## src/rtl/fpa_pkg.sv

```systemverilog
// fpa_pkg: shared definitions for the F-PA mantissa sequencer.
//   fpa_state_e         sequencer states
//   T_HOLD..T_LOAD      T/M register action codes (t_mode, m_mode)
//   K_SUM..K_ZERO       K-bus select codes {lkb,f9}
//   OP_MUL / OP_NORM    operation codes on the op input
package fpa_pkg;

    typedef enum logic [2:0] {
        S_IDLE = 3'd0,
        S_CLR  = 3'd1,
        S_ADD  = 3'd2,
        S_SHR  = 3'd3,
        S_NORM = 3'd4,
        S_FIN  = 3'd5
    } fpa_state_e;

    localparam logic [1:0] T_HOLD = 2'b00;
    localparam logic [1:0] T_SHR  = 2'b01;
    localparam logic [1:0] T_SHL  = 2'b10;
    localparam logic [1:0] T_LOAD = 2'b11;

    localparam logic [1:0] K_SUM  = 2'b00;
    localparam logic [1:0] K_M    = 2'b01;
    localparam logic [1:0] K_W    = 2'b10;
    localparam logic [1:0] K_ZERO = 2'b11;

    localparam logic OP_MUL  = 1'b0;
    localparam logic OP_NORM = 1'b1;

endpackage

```

## src/rtl/fpa_mseq.sv

```systemverilog
// fpa_mseq: mantissa sequencer for the F-PA datapath. Turns one start
// request into the per-cycle control word for the T, M and C registers,
// the K-bus select and the ALU mode, for a 40-step two's-complement
// multiply (MUL) or a left normalization (NORM).
//
// Build option: define FPA_NORM_EN to build the NORM sequence. Without it
// op=1 is accepted, spends one busy cycle and finishes with shcnt=0, zero=0.
//
// Ports:
//   clk_sys, rst_n          clock, asynchronous active-low reset
//   start, op               request (IDLE only), 0=MUL 1=NORM
//   m39, m0                 M LSB (current multiplier bit), M sign bit
//   t0_neq_t1, t_zero       T normalized, T all zeros
//   t_mode, m_mode          T/M action: hold, shr, shl, load
//   opt, opm                T / M operate enables
//   k_sel, alu_sub          K-bus select {lkb,f9}, ALU subtract
//   clr_t                   clear T
//   busy, done              sequence in progress, completion pulse
//   shcnt, zero             NORM shift count, NORM found zero mantissa
//
// state  | meaning
// IDLE   | waiting for start, all controls inactive
// CLR    | clear T before the multiply
// ADD    | add multiplicand into T when the multiplier bit is set
// SHR    | shift T:M right one place, advance step
// NORM   | shift T:M left until normalized, zero or saturated
// FIN    | one-cycle done pulse
module fpa_mseq
    import fpa_pkg::*;
#(
    parameter int MW = 40,
    parameter int CW = 6
) (
    input  logic          clk_sys,
    input  logic          rst_n,
    input  logic          start,
    input  logic          op,
    input  logic          m39,
    input  logic          m0,
    input  logic          t0_neq_t1,
    input  logic          t_zero,
    output logic [1:0]    t_mode,
    output logic [1:0]    m_mode,
    output logic          opt,
    output logic          opm,
    output logic [1:0]    k_sel,
    output logic          alu_sub,
    output logic          clr_t,
    output logic          busy,
    output logic          done,
    output logic [CW-1:0] shcnt,
    output logic          zero
);

    localparam logic [CW-1:0] LAST = CW'(MW - 1);

    fpa_state_e    state_q;
    logic [CW-1:0] step_q;
    logic          norm_shift;

`ifdef FPA_NORM_EN
    logic [CW-1:0] shcnt_q;
    logic          zero_q;
    logic          unused_in;

    assign unused_in = m0;
    // A shift happens only while none of the three exit conditions holds.
    assign norm_shift = (state_q == S_NORM) && !t_zero && !t0_neq_t1
                        && (shcnt_q != LAST);
    assign shcnt = shcnt_q;
    assign zero  = zero_q;
`else
    logic unused_in;

    assign unused_in  = ^{m0, t0_neq_t1, t_zero};
    assign norm_shift = 1'b0;
    assign shcnt      = '0;
    assign zero       = 1'b0;
`endif

    always_ff @(posedge clk_sys or negedge rst_n) begin
        if (!rst_n) begin
            state_q <= S_IDLE;
            step_q  <= '0;
`ifdef FPA_NORM_EN
            shcnt_q <= '0;
            zero_q  <= 1'b0;
`endif
        end else begin
            unique case (state_q)
                S_IDLE: begin
                    if (start) begin
                        step_q  <= '0;
`ifdef FPA_NORM_EN
                        shcnt_q <= '0;
                        zero_q  <= 1'b0;
`endif
                        state_q <= (op == OP_MUL) ? S_CLR : S_NORM;
                    end
                end
                S_CLR: begin
                    step_q  <= '0;
                    state_q <= S_ADD;
                end
                S_ADD: begin
                    state_q <= S_SHR;
                end
                S_SHR: begin
                    if (step_q == LAST) begin
                        state_q <= S_FIN;
                    end else begin
                        step_q  <= step_q + CW'(1);
                        state_q <= S_ADD;
                    end
                end
                S_NORM: begin
`ifdef FPA_NORM_EN
                    if (t_zero) begin
                        zero_q  <= 1'b1;
                        state_q <= S_FIN;
                    end else if (t0_neq_t1 || (shcnt_q == LAST)) begin
                        state_q <= S_FIN;
                    end else begin
                        shcnt_q <= shcnt_q + CW'(1);
                    end
`else
                    // Single pass-through cycle keeps op=1 timing equal to
                    // an already-normalized operand.
                    state_q <= S_FIN;
`endif
                end
                S_FIN: begin
                    state_q <= S_IDLE;
                end
                default: begin
                    state_q <= S_IDLE;
                end
            endcase
        end
    end

    // Decode of the registered state. The ADD load and the NORM shift are
    // qualified by the live datapath flags because those flags only become
    // valid after the previous cycle's shift has landed.
    always_comb begin
        t_mode  = T_HOLD;
        m_mode  = T_HOLD;
        opt     = 1'b0;
        opm     = 1'b0;
        k_sel   = K_SUM;
        alu_sub = 1'b0;
        clr_t   = 1'b0;
        busy    = 1'b0;
        done    = 1'b0;
        unique case (state_q)
            S_IDLE: begin
            end
            S_CLR: begin
                busy  = 1'b1;
                clr_t = 1'b1;
            end
            S_ADD: begin
                busy    = 1'b1;
                // The final multiplier bit carries negative weight.
                alu_sub = (step_q == LAST);
                if (m39) begin
                    t_mode = T_LOAD;
                    k_sel  = K_SUM;
                    opt    = 1'b1;
                end
            end
            S_SHR: begin
                busy   = 1'b1;
                t_mode = T_SHR;
                m_mode = T_SHR;
                opt    = 1'b1;
                opm    = 1'b1;
            end
            S_NORM: begin
                busy = 1'b1;
                if (norm_shift) begin
                    t_mode = T_SHL;
                    m_mode = T_SHL;
                    opt    = 1'b1;
                    opm    = 1'b1;
                end
            end
            S_FIN: begin
                done = 1'b1;
            end
            default: begin
            end
        endcase
    end

endmodule

```

## config.mk

```make
export PLATFORM = sky130hd
export DESIGN_NAME = fpa_mseq
export DESIGN_NICKNAME = d
export VERILOG_FILES = /design/src/rtl/fpa_pkg.sv /design/src/rtl/fpa_mseq.sv
export SDC_FILE = /design/constraint.sdc
export NUM_CORES = 1
export LEC_CHECK = 0
export CORE_AREA = 2 2 44 46
export CTS_CLUSTER_SIZE = 8
export DETAILED_ROUTE_END_ITERATION = 12
export DIE_AREA = 0 0 46 48
export GPL_ROUTABILITY_DRIVEN = 0
export PLACE_DENSITY_LB_ADDON = 0.2
export SYNTH_ARGS = -nofsm -noshare
export SYNTH_HDL_FRONTEND = slang
export SYNTH_SLANG_ARGS = --single-unit
```

## constraint.sdc

```tcl
create_clock -name clk_sys -period 2.1 [get_ports clk_sys]
set_clock_uncertainty 0.2 [all_clocks]
set_input_delay 0.63 -clock clk_sys [delete_from_list [all_inputs] [get_ports clk_sys]]
set_output_delay 0.63 -clock clk_sys [all_outputs]
set_load 0.05 [all_outputs]
```

==> reports/metrics.cfg, run 1 <==
[run_status]
status=finished, violations left
violations=setup timing

[route]
via_per_inst=5.00
drt_iter0_drc=9
drtAntennaViolNets=0
drc_errors=0
routedWlPerCell_um=13.3
drt_wl_total_um=1510
route.vias.total=570
drt_first_pass_iters=4

[synth]
synth_edf_count=0
ys_warn_count=0
yosys-top-cells-count=buf_4 (12), dfrtp_1 (9), nor3_1 (6)
syn_area_per_cell_um2=9.10
ys_types=33
synth_top_area_share_pct=33.9
yosysMostFrequentCell=buf_4
synthArstFlopShare_pct=100
synth_area_um2=664
ys.flop_type=dfrtp_1
synth_area_leaders=dfrtp_1 (34%), buf_4 (14%), buf_6 (5.1%)
synth-seq-cells=9
synth_top_area_cell=dfrtp_1
syn-instance-count=73
ys_seq_area_share_pct=33.9

[setup_path]
regToRegStartpoint=state_q[0]
path_delay_family=simple AND/OR/NAND/NOR gates
worst_path_max_delay_cell=dfrtp_1
critPathBufInv=1
crit_chain=nor3b_2, nand3_1, nor3_2, buf_12
startpoint=step_q[3]
crit_required_ps=1270
crit_path_max_fanout=2
worstSetupPathType=register to output port
endpoint_kind=output port
cp-start-kind=register
arrival_ps=1400
slowest_delay_ps=390

[power_and_ir_drop]
seqPwrFrac_pct=22.7
peakVddDrop_mv=0.923
power.switching_mw=0.561
leakagePower_nw=0.482
p_clk_share_pct=11.2
power.density_nw_per_um2=1200
p_sw_share_pct=44.8
p_int_mw=0.690
p_comb_share_pct=66.1
finalPower_mw=1.25

[layout]
utilization_pct=61.6
n_antenna_cell=0
final_cells=114
seq_area_um2=226
fill_cells=140
multi_input_area_um2=420
synthToLayoutAreaGrowth_pct=56.7
drive_gt1_share_pct=44.3
fin_area_um2=1040
fin_nets=107

[placement]
place_ws_ps=-233
place_inst=105
numPortBuffers=13
place_area_um2=918
hpwl_um=1030

[cts]
cts_sinks=9
clk_path_buf_depth=2
cts_made_buffers=3
clk_pin_slew_ps=70
cts_tree=yes
postCtsHoldBufs=0
insertion_delay_ps=270
cts.htree.levels=1
cts_root_buffer=clkbuf_4

[job]
cap_violations=0

[floorplanning]
start_util_pct=39.3
die_area_um2=2210
row_count=15
core_area_um2=1690
die_h_um=48
die_w_um=46
ios=27

[timing]
fmax_ghz=0.448
setup_violations=5
final-hold-violation-count=0
setup_slack_ps=-133
hold_slack_ps=302
tns_ps=-234
rsz0062_at_grt=yes
period_needed_ps=2230
finalCritPeriodShare_pct=106
slew_violations=0

[min_path]
min-delay-start=step_q[5]
hold_class=register to register

[global_route]
grt_overflow=0
grtUsageTotal_pct=16.2
grt_pass1_vias=549
antenna_found_initial=0
grt_start_max_net_pins=10
grt_first_pass_wirelength_um=2480

## registers in the layout (all words and copies together), names as in the netlist
register,count
state_q,3
step_q,6
## what timing repair did
item                       in CTS  in global routing
buffers inserted                4                  1
resized for setup               7                  6
pin swaps                       0                  2
setup endpoints to repair       9                  8
## final cells by class
cell class                      instances  area share [%]
Multi-Input combinational cell         54            40.4
Timing Repair Buffer                   27            31.5
Sequential cell                         9            21.8
Clock buffer                            4            2.52
Tap cell                               17            2.04
Inverter                                3            1.80
## path summary, 6_finish.rpt
kind                              end  cells after the start  slack (ps)
min in group asynchronous   step_q[5]                      1         480
setup / recovery              alu_sub                      4        -130
hold reg to reg             step_q[5]                      1         300
hold / removal              step_q[5]                      1         300
setup reg to reg            step_q[5]                      7         390
max in group asynchronous  state_q[1]                      1         880
## kinds of logic after synthesis
logic type / count (synthesis) / synth area share [%]
buffers and inverters: 19 / 21.5
other: 1 / 0.564
adder cells (fa/ha/maj): 1 / 1.88
flip-flops: 9 / 33.9
XOR/XNOR: 2 / 2.64
AO/OA/AOI/OAI: 15 / 16.9
AND/OR/NAND/NOR: 26 / 22.6
## cells in the final DEF (no fill, tap or decap), types with 3 or more instances in the layout
cell type and n:
buf_4 13, a21oi_1 3, dfrtp_1 8, nand3_1 3, conb_1 10, clkdlybuf4s50_1 3
buf_12 9, nor3_1 4, clkbuf_4 3, nand2_1 3
## routing by layer
layer,global-route usage (%),wire (µm),up-vias
met4,1.71,9,0
met1,21.4,663,275
met2,25.6,770,14
met3,6.79,69,2
met5,0,0,-
li1,-,-,279
## power by group through the flow
stage	clock (mW)	sequential, mW	combinational, mW
final	0.140	0.284	0.827
after global routing	0.154	0.293	0.877
after CTS	0.144	0.267	0.793
after detailed placement	0	0.276	0.720
after global placement	0	0.274	0.712
after floorplan	0	0.258	0.509
No activity file was read; power rests on OpenSTA's default activity.
==> run 2, diff against run 1 <==
--- a/config.mk
+++ b/config.mk
@@ -10,6 +10,7 @@
 export DETAILED_ROUTE_END_ITERATION = 12
 export DIE_AREA = 0 0 46 48
 export GPL_ROUTABILITY_DRIVEN = 0
+export HOLD_SLACK_MARGIN = 0.03
 export PLACE_DENSITY_LB_ADDON = 0.2
 export SYNTH_ARGS = -nofsm -noshare
 export SYNTH_HDL_FRONTEND = slang
==> results of run 2 <==
Final layout, timing and power as in run 1 (identical DEF).
==> run 3, diff against run 2 <==
--- a/config.mk
+++ b/config.mk
@@ -5,6 +5,7 @@
 export SDC_FILE = /design/constraint.sdc
 export NUM_CORES = 1
 export LEC_CHECK = 0
+export CAP_MARGIN = 5
 export CORE_AREA = 2 2 44 46
 export CTS_CLUSTER_SIZE = 8
 export DETAILED_ROUTE_END_ITERATION = 12
==> results of run 3 <==
Final layout, timing and power as in run 1 (identical DEF).
